$ cat src/rtl/xgriscv_defines.sv
// -----------------------------------------------------------------------------
// xgriscv_defines
// Shared definitions for the run monitor: FSM state encodings and the
// instruction words that halt a run (ecall / ebreak).
// No ports (package).
// -----------------------------------------------------------------------------
package xgriscv_defines;

   // Encodings are visible on the run_monitor state output, so keep them fixed.
   typedef enum logic [2:0] {
      ST_IDLE    = 3'd0,
      ST_RUN     = 3'd1,
      ST_DONE    = 3'd2,
      ST_TIMEOUT = 3'd3,
      ST_HANG    = 3'd4
   } mon_state_e;

   localparam logic [31:0] INSTR_ECALL  = 32'h0000_0073;
   localparam logic [31:0] INSTR_EBREAK = 32'h0010_0073;

   // True for the two system instructions that end a run.
   function automatic logic is_halt_instr(input logic [31:0] instr);
      return (instr == INSTR_ECALL) || (instr == INSTR_EBREAK);
   endfunction

endpackage

$ cat src/rtl/sat_counter.sv
// -----------------------------------------------------------------------------
// sat_counter
// Up-counter that sticks at all-ones instead of wrapping.
// Ports:
//   i_clk   - clock
//   i_rstn  - asynchronous active-low reset (count -> 0)
//   i_clr   - synchronous clear, wins over i_inc
//   i_inc   - count up by one this cycle
//   o_cnt   - current count (registered)
// -----------------------------------------------------------------------------
module sat_counter #(
   parameter int W = 32
) (
   input  logic         i_clk,
   input  logic         i_rstn,
   input  logic         i_clr,
   input  logic         i_inc,
   output logic [W-1:0] o_cnt
);

   logic [W-1:0] r_cnt;

   always_ff @(posedge i_clk or negedge i_rstn) begin
      if (!i_rstn) begin
         r_cnt <= '0;
      end else if (i_clr) begin
         r_cnt <= '0;
      end else if (i_inc && (r_cnt != '1)) begin
         r_cnt <= r_cnt + W'(1);
      end
   end

   assign o_cnt = r_cnt;

endmodule

$ cat src/rtl/run_monitor.sv
// -----------------------------------------------------------------------------
// run_monitor
// Watches the writeback stage of a core during a test run and decides how the
// run ended: normally (END_PC reached or ecall/ebreak retired), by exhausting
// the cycle budget (TIMEOUT) or by going too long without retiring (HANG).
// Ports:
//   clk        - clock
//   rstn       - asynchronous active-low reset
//   run_en     - start a run from IDLE
//   clear      - synchronous return to IDLE with all counters zeroed
//   valid_w    - an instruction retires this cycle
//   pc_w       - PC of the retiring instruction
//   instr_w    - instruction word of the retiring instruction
//   cycle_cnt  - cycles spent in RUN (saturating)
//   retire_cnt - retirements seen in RUN (saturating)
//   last_pc    - PC of the most recent retirement
//   state      - FSM state code
//   done       - run ended normally (sticky until clear/reset)
//   fail       - run ended by timeout or hang (sticky until clear/reset)
// -----------------------------------------------------------------------------
module run_monitor
   import xgriscv_defines::*;
#(
   parameter int                    ADDR_SIZE     = 32,
   parameter int                    CNT_W         = 32,
   parameter logic [ADDR_SIZE-1:0]  END_PC        = ADDR_SIZE'(32'h0000_0078),
   parameter int                    MAX_CYCLES    = 10000,
   parameter int                    STALL_LIMIT   = 64,
   parameter bit                    HALT_ON_ECALL = 1'b1
) (
   input  logic                 clk,
   input  logic                 rstn,
   input  logic                 run_en,
   input  logic                 clear,
   input  logic                 valid_w,
   input  logic [ADDR_SIZE-1:0] pc_w,
   input  logic [31:0]          instr_w,
   output logic [CNT_W-1:0]     cycle_cnt,
   output logic [CNT_W-1:0]     retire_cnt,
   output logic [ADDR_SIZE-1:0] last_pc,
   output logic [2:0]           state,
   output logic                 done,
   output logic                 fail
);

   // Limits are tested against the counter values before this cycle's
   // increment, so the terminal state and the final count land on the
   // same edge (e.g. cycle_cnt reads MAX_CYCLES in TIMEOUT).
   localparam logic [CNT_W-1:0] LP_TMO_AT  = CNT_W'(MAX_CYCLES - 1);
   localparam logic [CNT_W-1:0] LP_HANG_AT = CNT_W'(STALL_LIMIT - 1);

   mon_state_e           r_state;
   mon_state_e           w_state_next;
   logic                 r_done;
   logic                 r_fail;
   logic                 w_done_next;
   logic                 w_fail_next;
   logic [ADDR_SIZE-1:0] r_last_pc;

   logic [CNT_W-1:0]     w_cycle_cnt;
   logic [CNT_W-1:0]     w_retire_cnt;
   logic [CNT_W-1:0]     w_idle_cnt;

   logic                 w_in_run;
   logic                 w_retire;
   logic                 w_end_hit;
   logic                 w_hang_hit;
   logic                 w_tmo_hit;

   assign w_in_run = (r_state == ST_RUN);
   assign w_retire = w_in_run && valid_w;

   // A retirement resets the idle streak, so a hang can only be declared on
   // a non-retiring cycle.
   assign w_end_hit  = w_retire &&
                       ((pc_w == END_PC) || (HALT_ON_ECALL && is_halt_instr(instr_w)));
   assign w_hang_hit = w_in_run && !valid_w && (w_idle_cnt >= LP_HANG_AT);
   assign w_tmo_hit  = w_in_run && (w_cycle_cnt >= LP_TMO_AT);

   // ---------------------------------------------------------------- counters
   // Counters only move in RUN, which freezes them in the terminal states.
   sat_counter #(.W(CNT_W)) u_cycle_cnt (
      .i_clk  (clk),
      .i_rstn (rstn),
      .i_clr  (clear),
      .i_inc  (w_in_run),
      .o_cnt  (w_cycle_cnt)
   );

   sat_counter #(.W(CNT_W)) u_retire_cnt (
      .i_clk  (clk),
      .i_rstn (rstn),
      .i_clr  (clear),
      .i_inc  (w_retire),
      .o_cnt  (w_retire_cnt)
   );

   sat_counter #(.W(CNT_W)) u_idle_cnt (
      .i_clk  (clk),
      .i_rstn (rstn),
      .i_clr  (clear || w_retire),
      .i_inc  (w_in_run && !valid_w),
      .o_cnt  (w_idle_cnt)
   );

   always_ff @(posedge clk or negedge rstn) begin
      if (!rstn) begin
         r_last_pc <= '0;
      end else if (clear) begin
         r_last_pc <= '0;
      end else if (w_retire) begin
         r_last_pc <= pc_w;
      end
   end

   // ---------------------------------------------------------------- FSM
   // State register; done/fail are registered alongside so they change on
   // the same edge as state.
   always_ff @(posedge clk or negedge rstn) begin
      if (!rstn) begin
         r_state <= ST_IDLE;
         r_done  <= 1'b0;
         r_fail  <= 1'b0;
      end else begin
         r_state <= w_state_next;
         r_done  <= w_done_next;
         r_fail  <= w_fail_next;
      end
   end

   // Next-state logic: clear beats everything, then DONE > HANG > TIMEOUT.
   always_comb begin
      w_state_next = r_state;
      if (clear) begin
         w_state_next = ST_IDLE;
      end else begin
         case (r_state)
            ST_IDLE: begin
               if (run_en) begin
                  w_state_next = ST_RUN;
               end
            end
            ST_RUN: begin
               if (w_end_hit) begin
                  w_state_next = ST_DONE;
               end else if (w_hang_hit) begin
                  w_state_next = ST_HANG;
               end else if (w_tmo_hit) begin
                  w_state_next = ST_TIMEOUT;
               end
            end
            ST_DONE, ST_TIMEOUT, ST_HANG: begin
               w_state_next = r_state;
            end
            default: begin
               w_state_next = ST_IDLE;
            end
         endcase
      end
   end

   // Output decode from the next state, captured by the state register.
   always_comb begin
      w_done_next = 1'b0;
      w_fail_next = 1'b0;
      case (w_state_next)
         ST_DONE:    w_done_next = 1'b1;
         ST_TIMEOUT: w_fail_next = 1'b1;
         ST_HANG:    w_fail_next = 1'b1;
         default: begin
            w_done_next = 1'b0;
            w_fail_next = 1'b0;
         end
      endcase
   end

   assign cycle_cnt  = w_cycle_cnt;
   assign retire_cnt = w_retire_cnt;
   assign last_pc    = r_last_pc;
   assign state      = r_state;
   assign done       = r_done;
   assign fail       = r_fail;

endmodule
$ cat config.mk
export PLATFORM = sky130hd
export DESIGN_NAME = run_monitor
export DESIGN_NICKNAME = d
export VERILOG_FILES = /design/src/rtl/xgriscv_defines.sv /design/src/rtl/sat_counter.sv /design/src/rtl/run_monitor.sv
export SDC_FILE = /design/constraint.sdc
export NUM_CORES = 1
export LEC_CHECK = 0
export ABC_CLOCK_PERIOD_IN_PS = 5920
export BUFFER_PORTS_ARGS = -buffer_cell sky130_fd_sc_hd__clkbuf_2
export CORE_MARGIN = 2
export CORE_UTILIZATION = 50
export CTS_CLUSTER_SIZE = 16
export DETAILED_ROUTE_END_ITERATION = 8
export PLACE_DENSITY = 0.75
export SKIP_LAST_GASP = 1
export SLEW_MARGIN = 10
export SYNTH_ARGS = -nofsm -noshare
export SYNTH_HDL_FRONTEND = slang
export SYNTH_SLANG_ARGS = --single-unit
$ cat constraint.sdc
create_clock -name clk -period 5.92 [get_ports clk]
set_input_delay 0.296 -clock clk [delete_from_list [all_inputs] [get_ports clk]]
set_output_delay 0.296 -clock clk [all_outputs]
set_load 0.02 [all_outputs]
**After elaboration in Yosys (flattened, before gate mapping)**

Cells that the tools add are included.

- Word-level logic and storage cells: 60
- Bits in registers: 133
- Bits of input ports: 69
- Output and inout port bits: 101

- $add $sub $neg: 3
- Multiplexer cells: 16
- Equality and inequality tests: 13
- Reduce and logical (&&, ||, !) cells: 19
- $lt $le $gt $ge: 2

Operators by type and width:

| cell | count |
|---|---|
| two-way mux 32 bit | 8 |
| adder 32 x 1 -> 32 bit, second input constant | 3 |
| != test 32 bit, second input constant | 3 |
| equality test 32 x 7 -> 1 bit, second input constant | 2 |
| equality test 32 x 21 -> 1 bit, second input constant | 1 |
| >= comparator 32 x 14 -> 1 bit, second input constant | 1 |
| >= comparator 32 x 6 -> 1 bit, second input constant | 1 |
| two-way mux 3 bit | 5 |
| equality test 3 x 2 -> 1 bit, second input constant | 4 |
| one-hot mux 3 bit (3 select lines) | 1 |
| logical AND 1 bit | 8 |
| nonzero test 2 bit | 4 |
| equality test 3 bit, second input constant | 2 |
| equality test 3 x 1 -> 1 bit, second input constant | 1 |
| logical NOT 3 bit | 1 |
| logical OR 1 bit | 3 |
| OR reduction 3 bit | 1 |
| two-way mux 1 bit | 2 |
| OR reduction 2 bit | 1 |
| logical NOT 1 bit | 1 |

**Depth between registers and ports, before layout**

Gate-level depths: netlist (run 1).

- Word-level depth: 10
- Gate-level depth with buffers: 8
- Gate-level depth less buffers: 7

**Cells and area by module**

Synthesis (run 1) repeated with hierarchy kept, for this count alone.

- Cells, all modules: 812
- Area, all modules: 7379.6 um^2

By module, submodules not included:

| module | times used | area each (um^2) | seq. area each (um^2) | cells an instance |
|---|---|---|---|---|
| sat_counter | 3 | 1854.3 | 800.8 | 198 |
| run_monitor | 1 | 1816.7 | 925.9 | 218 |

**Least setup slack after synthesis (run 1)**

Ideal clock, no wire load.

- Path type: register to register
- Start: reg r_state[1], in the netlist state[1]
- End: reg u_cycle_cnt.r_cnt[15], in the netlist u_cycle_cnt.o_cnt[15]
- Period minus slack after synthesis: 2.316 ns
- Library setup time: 0.132 ns
- Slack: 3.604 ns
- Cell stages (with the launch flop): 9
- Data arrival time: 2.184 ns
- Cells stage by stage: dfrtp_1 -> buf_6 -> or3b_1 -> buf_2 -> or2_4 -> or4_1 -> a21oi_2 -> xnor2_1 -> nor2_1

- Cells in the longest elaborated chain, start to end: 3

Ends and longest elaborated chain:

| what | line | text |
|---|---|---|
| from (decl) | run_monitor.sv:52 | `mon_state_e r_state;` |
| from (signal assigned) | run_monitor.sv:125 | `r_state <= w_state_next;` |
| equality test 3 x 1 -> 1 bit | run_monitor.sv:70 | `assign w_in_run = (r_state == ST_RUN);` |
| logical AND 1 bit | sat_counter.sv:28 | `end else if (i_inc && (r_cnt != '1)) begin` |
| nonzero test 2 bit (no line) | -- |  |
| to (signal assigned) | sat_counter.sv:29 | `r_cnt <= r_cnt + W'(1);` |
| to (decl) | sat_counter.sv:21 | `logic [W-1:0] r_cnt;` |

No other way between the ends.
A chain may end at the register's enable or synchronous reset.

**Worst setup path in the final report (run 1)**

- Start: reg r_state[1], in the netlist state[1]
- End: reg u_retire_cnt.r_cnt[8], in the netlist u_retire_cnt.o_cnt[8]

- Cells in the longest elaborated chain, start to end: 4

Ends and longest elaborated chain:

| what | line | text |
|---|---|---|
| equality test 3 x 1 -> 1 bit | run_monitor.sv:70 |  |
| logical AND 1 bit | run_monitor.sv:71 | `assign w_retire = w_in_run && valid_w;` |
| logical AND 1 bit | sat_counter.sv:28 |  |
| nonzero test 2 bit (no line) | -- |  |
| to (signal assigned) | sat_counter.sv:29 |  |
| to (decl) | sat_counter.sv:21 |  |

No other way between the ends.

==> summary.txt, run 1 <==
Cells and area
  • Filler instances: around 1200
  • Number of nets in the layout: slightly above 1000
  • Most common cell after layout, fill and taps aside: clkbuf_2
  • Commonest non-fill, non-tap cells in the layout: 166 x clkbuf_2, 133 x dfrtp_1, 111 x nand2_1, 87 x nor2_1, 70 x a21oi_1
  • Fraction of final layout cells with drive strength greater than 1: 0.236
  • Final standard cell area without fillers: slightly below 0.009 mm2
  • Area growth from synthesis to layout: 23.6%

Power
  • PnR Total Power: 2.26 mW
  • PwrDens: between 200 and 300 mW/mm2
  • Max rail drop VDD: between 0.2 and 0.25 mV
  • Leakage: approximately 3.9 nW

Drt
  • Antenna violation net count after detailed routing: 0
  • Vias: between 6000 and 7000
  • Final WL: 18500 um
  • Detailed router's first-iteration violation count: approximately 450
  • Drt wl/cell: about 16 um
  • DRC violations left: 0
  • Routed via count divided by cell count: 5.77
  • DR pass1 iterations: 5

Floorplanning
  • Vert. Die Dim: between 100 and 150 um
  • Die ar.: around 0.015 mm2
  • Number of rows created at floorplan: between 40 and 50
  • Boundary Pins: 170
  • Core Area: between 0.01 and 0.015 mm2
  • Initial Util: 0.508
  • Width of the die: between 100 and 150 um

Flow run
  • Reported max-cap violation count: 0

Timing
  • Setup tns final: 0 ns
  • Final cycle utilization of the critical path: 0.489
  • Count of final setup violators: 0
  • Max_slew headroom: 0.321
  • Setup repair after global routing missed its margin: no
  • Clock period minus final worst setup slack: just under 3 ns
  • Actual transition at the worst max-transition pin: 1.02 ns
  • Clock Skews: around 0.0060 ns
  • Top achievable clock speed: about 350 MHz
  • Count of pins over their slew limit: 0
  • Number of hold violations in the final report: 0
  • PnR worst setup slack: slightly above 3 ns

Yosys
  • Mapped cell area: roughly 0.007 mm2
  • Register area share after synthesis: 0.476
  • Library cells used by synthesis: 61
  • Synthesized flop and latch total: between 100 and 150
  • Mapped Avg Cell Area: ~9.0 um2
  • Synthesis Warnings: 0
  • Total nets after synthesis: roughly 850
  • Number of standard cells after synthesis: slightly below 800
  • Proportion of register bits with asynchronous set or reset after synthesis: 1.00
  • Number of enable flip-flop cells after synthesis: 0
  • Commonest register cell after synthesis: dfrtp_1

CTS
  • Buffer depth of the longest clock path: 2
  • Later-pin clock latency in the skew report: about 0.42 ns
  • Clock transition at path regs: around 0.060 ns
  • CTS tree: yes
  • Setup repair bufs after CTS: 0
  • CTS buffer count: 17
  • Root Driver: clkbuf_16
  • Clk sinks: between 100 and 150
  • Deepest level of the CTS H-tree: 4

Global route
  • Wire length of the first global-routing pass: around 30000 um
  • Overflow left after global routing: 0
  • Antenna violations before repair: 1
  • Largest net degree at the start of global routing: 84
  • Number of global-route vias before repair: 6093
  • Total routing resource utilization after global routing: 0.260

Placed design
  • Final GP Congestion: just under 0.9
  • Count of input and output buffers: between 150 and 200
  • Detailed Place HPWL: 12600 um
  • DP Area: about 0.008 mm2
  • Minimum setup slack after placement: between 3 and 4 ns

Worst setup path
  • Kind of end point of the critical path: register
  • Critical path launch point type: register
  • Required time of the worst setup path: ~6.2 ns
  • WS Path Type: register to register
  • CP max FO: 36
  • Arrival @ worst endpoint: roughly 3.2 ns

Hold path
  • Min-delay worst type: primary input to register

Run status
  • Result of the run: finished clean
## synthesized netlist by cell type, types with 3 or more instances
master     instances  area (um2)
a21oi_1           70         350
and2_1             6        37.5
and3_1            17         106
and4_1             7        61.3
buf_2              4        20.0
clkbuf_1          25        93.8
dfrtp_1          133        3330
ha_1               3        37.5
inv_1             10        37.5
nand2_1          111         417
nand3_1           43         215
nand4_1           33         206
nand4_2            3        37.5
nor2_1            87         327
nor3_1            17        85.1
nor4_1            28         175
nor4b_1            3        26.3
o2111ai_1          3        26.3
o211ai_1           4        30.0
o21ai_0           16        80.1
o21ai_1            8        40.0
o31ai_1            5        37.5
or2_2              3        18.8
or3_1             19         119
or4_1             13        97.6
xnor2_1           30         263
xor2_1            30         263
## what timing repair did
| item | CTS | global route |
|---|---|---|
| hold endpoints to repair | 63 | 0 |
| hold buffers | 1 | 0 |
| resized for setup | 0 | 0 |
## kinds of logic (layout without fill, tap and decap cells)
logic type      after synthesis  after routing  synth area share
compound gates              124            124             0.103
simple gates                413            413             0.312
flops                       133            133             0.476
fa+ha+maj                     3              3           0.00537
mux                           2              2           0.00304
other cells                   0              1                 0
buf+inv                      42            216            0.0259
xor+xnor                     60             60            0.0751
## final cells by class
class / instances / area (um2) / area share
Multi-Input combinational cell: 602 / 3480 / 0.403
Clock inverter: 13 / 228 / 0.0263
Inverter: 10 / 37.5 / 0.00434
Tap cell: 180 / 225 / 0.0261
Timing Repair Buffer: 174 / 897 / 0.104
Antenna cell: 1 / 2.50 / 0.000289
Sequential cell: 133 / 3330 / 0.385
Clock buffer: 19 / 443 / 0.0512
## metrics by stage
step | util | std cells | hold WS, ns
floorplan | - | 777 | 0.000409
global placement | 0.578 | 1098 | 0.325
detailed placement | 0.578 | 1098 | 0.321
CTS | 0.627 | 1131 | 0.0868
global route | 0.628 | 1132 | 0.100
finish | 0.628 | 1132 | 0.0968
## flip-flops by register name, summed over array words and instances (netlist names)
signal / cells
done: 1
last_pc: 32
u_cycle_cnt.o_cnt: 32
u_idle_cnt.o_cnt: 32
state: 3
u_retire_cnt.o_cnt: 32
fail: 1
## worst paths after layout
kind	startpoint	end	slack [ns]	depth (start not counted)
hold reg to reg	last_pc[20]	last_pc[20]	0.52	2
hold / removal	pc_w[4]	last_pc[4]	0.1	3
setup reg to reg	state[1]	u_retire_cnt.o_cnt[8]	3.02	7
max in group asynchronous	rstn	u_cycle_cnt.o_cnt[12]	4.22	3
setup / recovery	state[1]	u_retire_cnt.o_cnt[8]	3.02	7
min in group asynchronous	rstn	u_idle_cnt.o_cnt[21]	0.42	2
## critical path, stage by stage (launching register included)
cell and delay (ns):
dfrtp_1 0.47, nor3b_2 0.48, nand2_1 0.10, buf_4 0.27, a31oi_2 0.79, nor4b_1 0.37
xnor2_1 0.18, nor2_1 0.07
## per-layer routing
| metal | up-vias | share of wire | global-route usage |
|---|---|---|---|
| li1 | 3128 | - | - |
| met1 | 3161 | 0.44 | 0.345 |
| met2 | 217 | 0.48 | 0.417 |
| met3 | 31 | 0.060 | 0.0590 |
| met4 | 0 | 0.018 | 0.0948 |
| met5 | - | 0 | 0 |
## power breakdown
part           internal [mW]  total [mW]  switching, mW
clock network          0.800        1.20          0.398
registers              0.921       0.931        0.00938
logic                 0.0406       0.132         0.0909
Note: power is estimated with default switching activity, not from simulation.
==> run 2, diff against run 1 <==
ABC_CLOCK_PERIOD_IN_PS = 2450   (was 5920)
CORE_UTILIZATION = 49   (was 50)
PLACE_DENSITY = 0.77   (was 0.75)
clock period = 2.45 ns   (was 5.92 ns; I/O delays follow)
==> run 2 against run 1 <==
Combinational power rose to 2.9 times the previous value. Sequential share of layout area fell by 2.2 points. Register-to-register slack got worse by 2.8 ns. Final cell count rose by 5.2%. Clock power rose by 120%. Clock-buffer cell count rose by 5. Die area rose by 2.0%. Setup slack got worse by 2.8 ns. Non-clock buffer count rose by 61. Critical path depth fell by 1. Total power rose by 130%. Sequential cell count did not move. Largest power group unchanged.
==> summary.txt, run 2 (synthesized netlist as in run 1, its figures left out) <==
Cells and area
  • Area growth from synthesis to layout: 31.1% (was 23.6%)
  • Number of antenna repair diodes: 0 (was 1)
  • Fraction of final layout cells with drive strength greater than 1: 0.249 (was 0.236)
  • Commonest non-fill, non-tap cells in the layout: 166 x clkbuf_2, 133 x dfrtp_1, 111 x nand2_1, 87 x nor2_1, 70 x a21oi_1 (unchanged)
  • Most common cell after layout, fill and taps aside: clkbuf_2 (unchanged)
  • Number of nets in the layout: 1071 (was 1010)

CTS
  • Later-pin clock latency in the skew report: 0.42 ns (about the same)
  • CTS tree: yes (unchanged)
  • CTS buffer count: 17 (unchanged)
  • Clock transition at path regs: 0.06 ns (about the same)
  • Root Driver: clkbuf_16 (unchanged)
  • Clk sinks: 133 (unchanged)
  • Buffer depth of the longest clock path: 2 (unchanged)
  • Deepest level of the CTS H-tree: 4 (unchanged)

Timing
  • Clock Skews: 0.00839 ns (was 0.00605 ns)
  • Clock period minus final worst setup slack: 2.27 ns (was 2.90 ns)
  • Setup repair after global routing missed its margin: yes (was no)
  • PnR worst setup slack: 0.184 ns (was 3.02 ns)
  • Final cycle utilization of the critical path: 0.925 (was 0.489)
  • Count of pins over their slew limit: 0 (unchanged)
  • Max_slew headroom: 0.610 (was 0.321)
  • Top achievable clock speed: 441 MHz (was 345 MHz)
  • Count of final setup violators: 0 (unchanged)
  • Actual transition at the worst max-transition pin: 0.580 ns (was 1.02 ns)
  • Number of hold violations in the final report: 0 (unchanged)

Worst setup path
  • Number of cells on the critical path: 6 (was 7)
  • Kind of end point of the critical path: register (unchanged)
  • Top delay family on crit path: simple AND/OR/NAND/NOR gates (unchanged)
  • Worst reg2reg path startpoint: state[1] (unchanged)
  • Number of cells on the worst reg-to-reg path: 6 (was 7)
  • Capturing instance or port of the critical path: u_idle_cnt.o_cnt[19] (was u_retire_cnt.o_cnt[8])
  • Critical path launch point type: register (unchanged)
  • Peak per-stage delay on the critical path: 0.63 ns (was 0.79 ns)
  • Cell-by-cell listing of the critical path: or4b_1 > nor3_2 > nand2_1 > nor4_1 > xnor2_1 > nor2_1 (was nor3b_2 > nand2_1 > buf_4 > a31oi_2 > nor4b_1 > xnor2_1 > nor2_1)
  • Max stage delay cell, worst path: or4b_1 (was a31oi_2)
  • Startpoint of the worst setup timing path: state[1] (unchanged)
  • Required time of the worst setup path: 2.74 ns (was 6.19 ns)
  • Setup slack on the worst flop-to-flop path: 0.18 ns (was 3.02 ns)
  • Worst Path Buf+Inv: 0 (was 1)
  • CP max FO: 9 (was 36)
  • Arrival @ worst endpoint: 2.56 ns (was 3.17 ns)
  • WS Path Type: register to register (unchanged)
  • Reg2reg end: u_idle_cnt.o_cnt[19] (was u_retire_cnt.o_cnt[8])

Floorplanning
  • Die ar.: 0.0152 mm2 (was 0.0149 mm2)
  • Width of the die: 123 um (was 122 um)
  • Core Area: 0.0139 mm2 (was 0.0138 mm2)
  • Boundary Pins: 170 (unchanged)
  • Vert. Die Dim: 123 um (was 122 um)
  • Number of rows created at floorplan: 43 (unchanged)
  • Initial Util: 0.502 (was 0.508)

Placed design
  • Minimum setup slack after placement: 0.127 ns (was 3.09 ns)
  • Count of input and output buffers: 168 (unchanged)
  • Detailed Place HPWL: 13200 um (was 12600 um)
  • Final GP Congestion: 0.900 (was 0.873)

Drt
  • DR pass1 iterations: 5 (unchanged)
  • Vias: 6858 (was 6537)
  • Drt wl/cell: 16.7 um (was 16.3 um)
  • Routed via count divided by cell count: 5.76 (was 5.77)
  • Antenna violation net count after detailed routing: 0 (unchanged)
  • Final WL: 19900 um (was 18500 um)
  • Detailed router's first-iteration violation count: 527 (was 454)
  • DRC violations left: 0 (unchanged)

Global route
  • Number of global-route vias before repair: 6630 (was 6093)
  • Largest net degree at the start of global routing: 64 (was 84)
  • Wire length of the first global-routing pass: 32600 um (was 30400 um)
  • Total routing resource utilization after global routing: 0.273 (was 0.260)
  • Overflow left after global routing: 0 (unchanged)
  • Antenna violations before repair: 0 (was 1)

Power
  • Max rail drop VDD: 0.489 mV (was 0.216 mV)
  • PnR Total Power: 5.29 mW (was 2.26 mW)
  • Leakage: 4.14 nW (was 3.86 nW)
  • PwrDens: 578 mW/mm2 (was 261 mW/mm2)

Run status
  • Result of the run: finished clean (unchanged)

Flow run
  • Reported max-cap violation count: 0 (unchanged)

Hold path
  • Min-delay worst type: primary input to register (unchanged)
[run 2: changes by cell type in the layout (fill, tap and decap cells not counted), sizes merged]
cell / change
bufinv: -3
diode: -1
buf: +28
clkbuf: +5
dlygate4sd3: +33
clkinv: -2
inv: -1
[run 2: layout make-up]
cell class              instances  area (um2)
inverters                      10        37.5
well taps                     180         225
fillers                      1134        4770
multi-input cells             602        3500
flip-flops and latches        133        3330
repair buffers                235        1450
clock buffers                  24         502
clock inverters                 7         119
[run 2: worst min-delay path by stage]
stage | cells past startpoint | to | start
finish | 2 | u_cycle_cnt.o_cnt[25] | clear
global route | 2 | u_cycle_cnt.o_cnt[24] | clear
CTS | 2 | u_cycle_cnt.o_cnt[25] | clear
detailed placement | 1 | u_idle_cnt.o_cnt[22] | rstn
global placement | 1 | u_idle_cnt.o_cnt[22] | rstn
floorplan | 0 | done | rstn
[run 2: layer usage]
metal  global-route usage  wire, um
met1                0.358      8530
met2                0.429      9440
met3               0.0761      1400
met4                0.107       481
met5                    0         0
[run 2: power breakdown]
part / internal (mW) / switching, mW / leakage [nW]
registers: 2.23 / 0.0236 / 1.85
clock network: 1.73 / 0.930 / 0.299
logic: 0.147 / 0.237 / 2.00
total: 4.10 / 1.19 / 4.14
[run 2: worst register-to-register path, stage by stage (launching register included)]
cell and delay, ns:
dfrtp_1 0.48, or4b_1 0.63, nor3_2 0.31, nand2_1 0.23
nor4_1 0.27, xnor2_1 0.16, nor2_1 0.06
[run 2: timing repair]
action / in CTS / in global routing
hold endpoints to repair: 81 / 0
setup buffers: 0 / 0
hold buffers: 34 / 0
endpoints found under the setup margin: 0 / 12
gates resized for setup: 0 / 3
[run 2: through the flow]
stage                     setup TNS, ns  hold WS [ns]  instance area (um2)  utilization  instances
after floorplan                       0        -0.173                 6990            -        777
after global placement                0         0.106                 8180        0.587       1126
after detailed placement              0         0.103                 8180        0.587       1126
after CTS                             0        0.0326                 9150        0.656       1191
after global routing           -0.00229        0.0539                 9170        0.658       1191
final                                 0        0.0442                 9170        0.658       1191
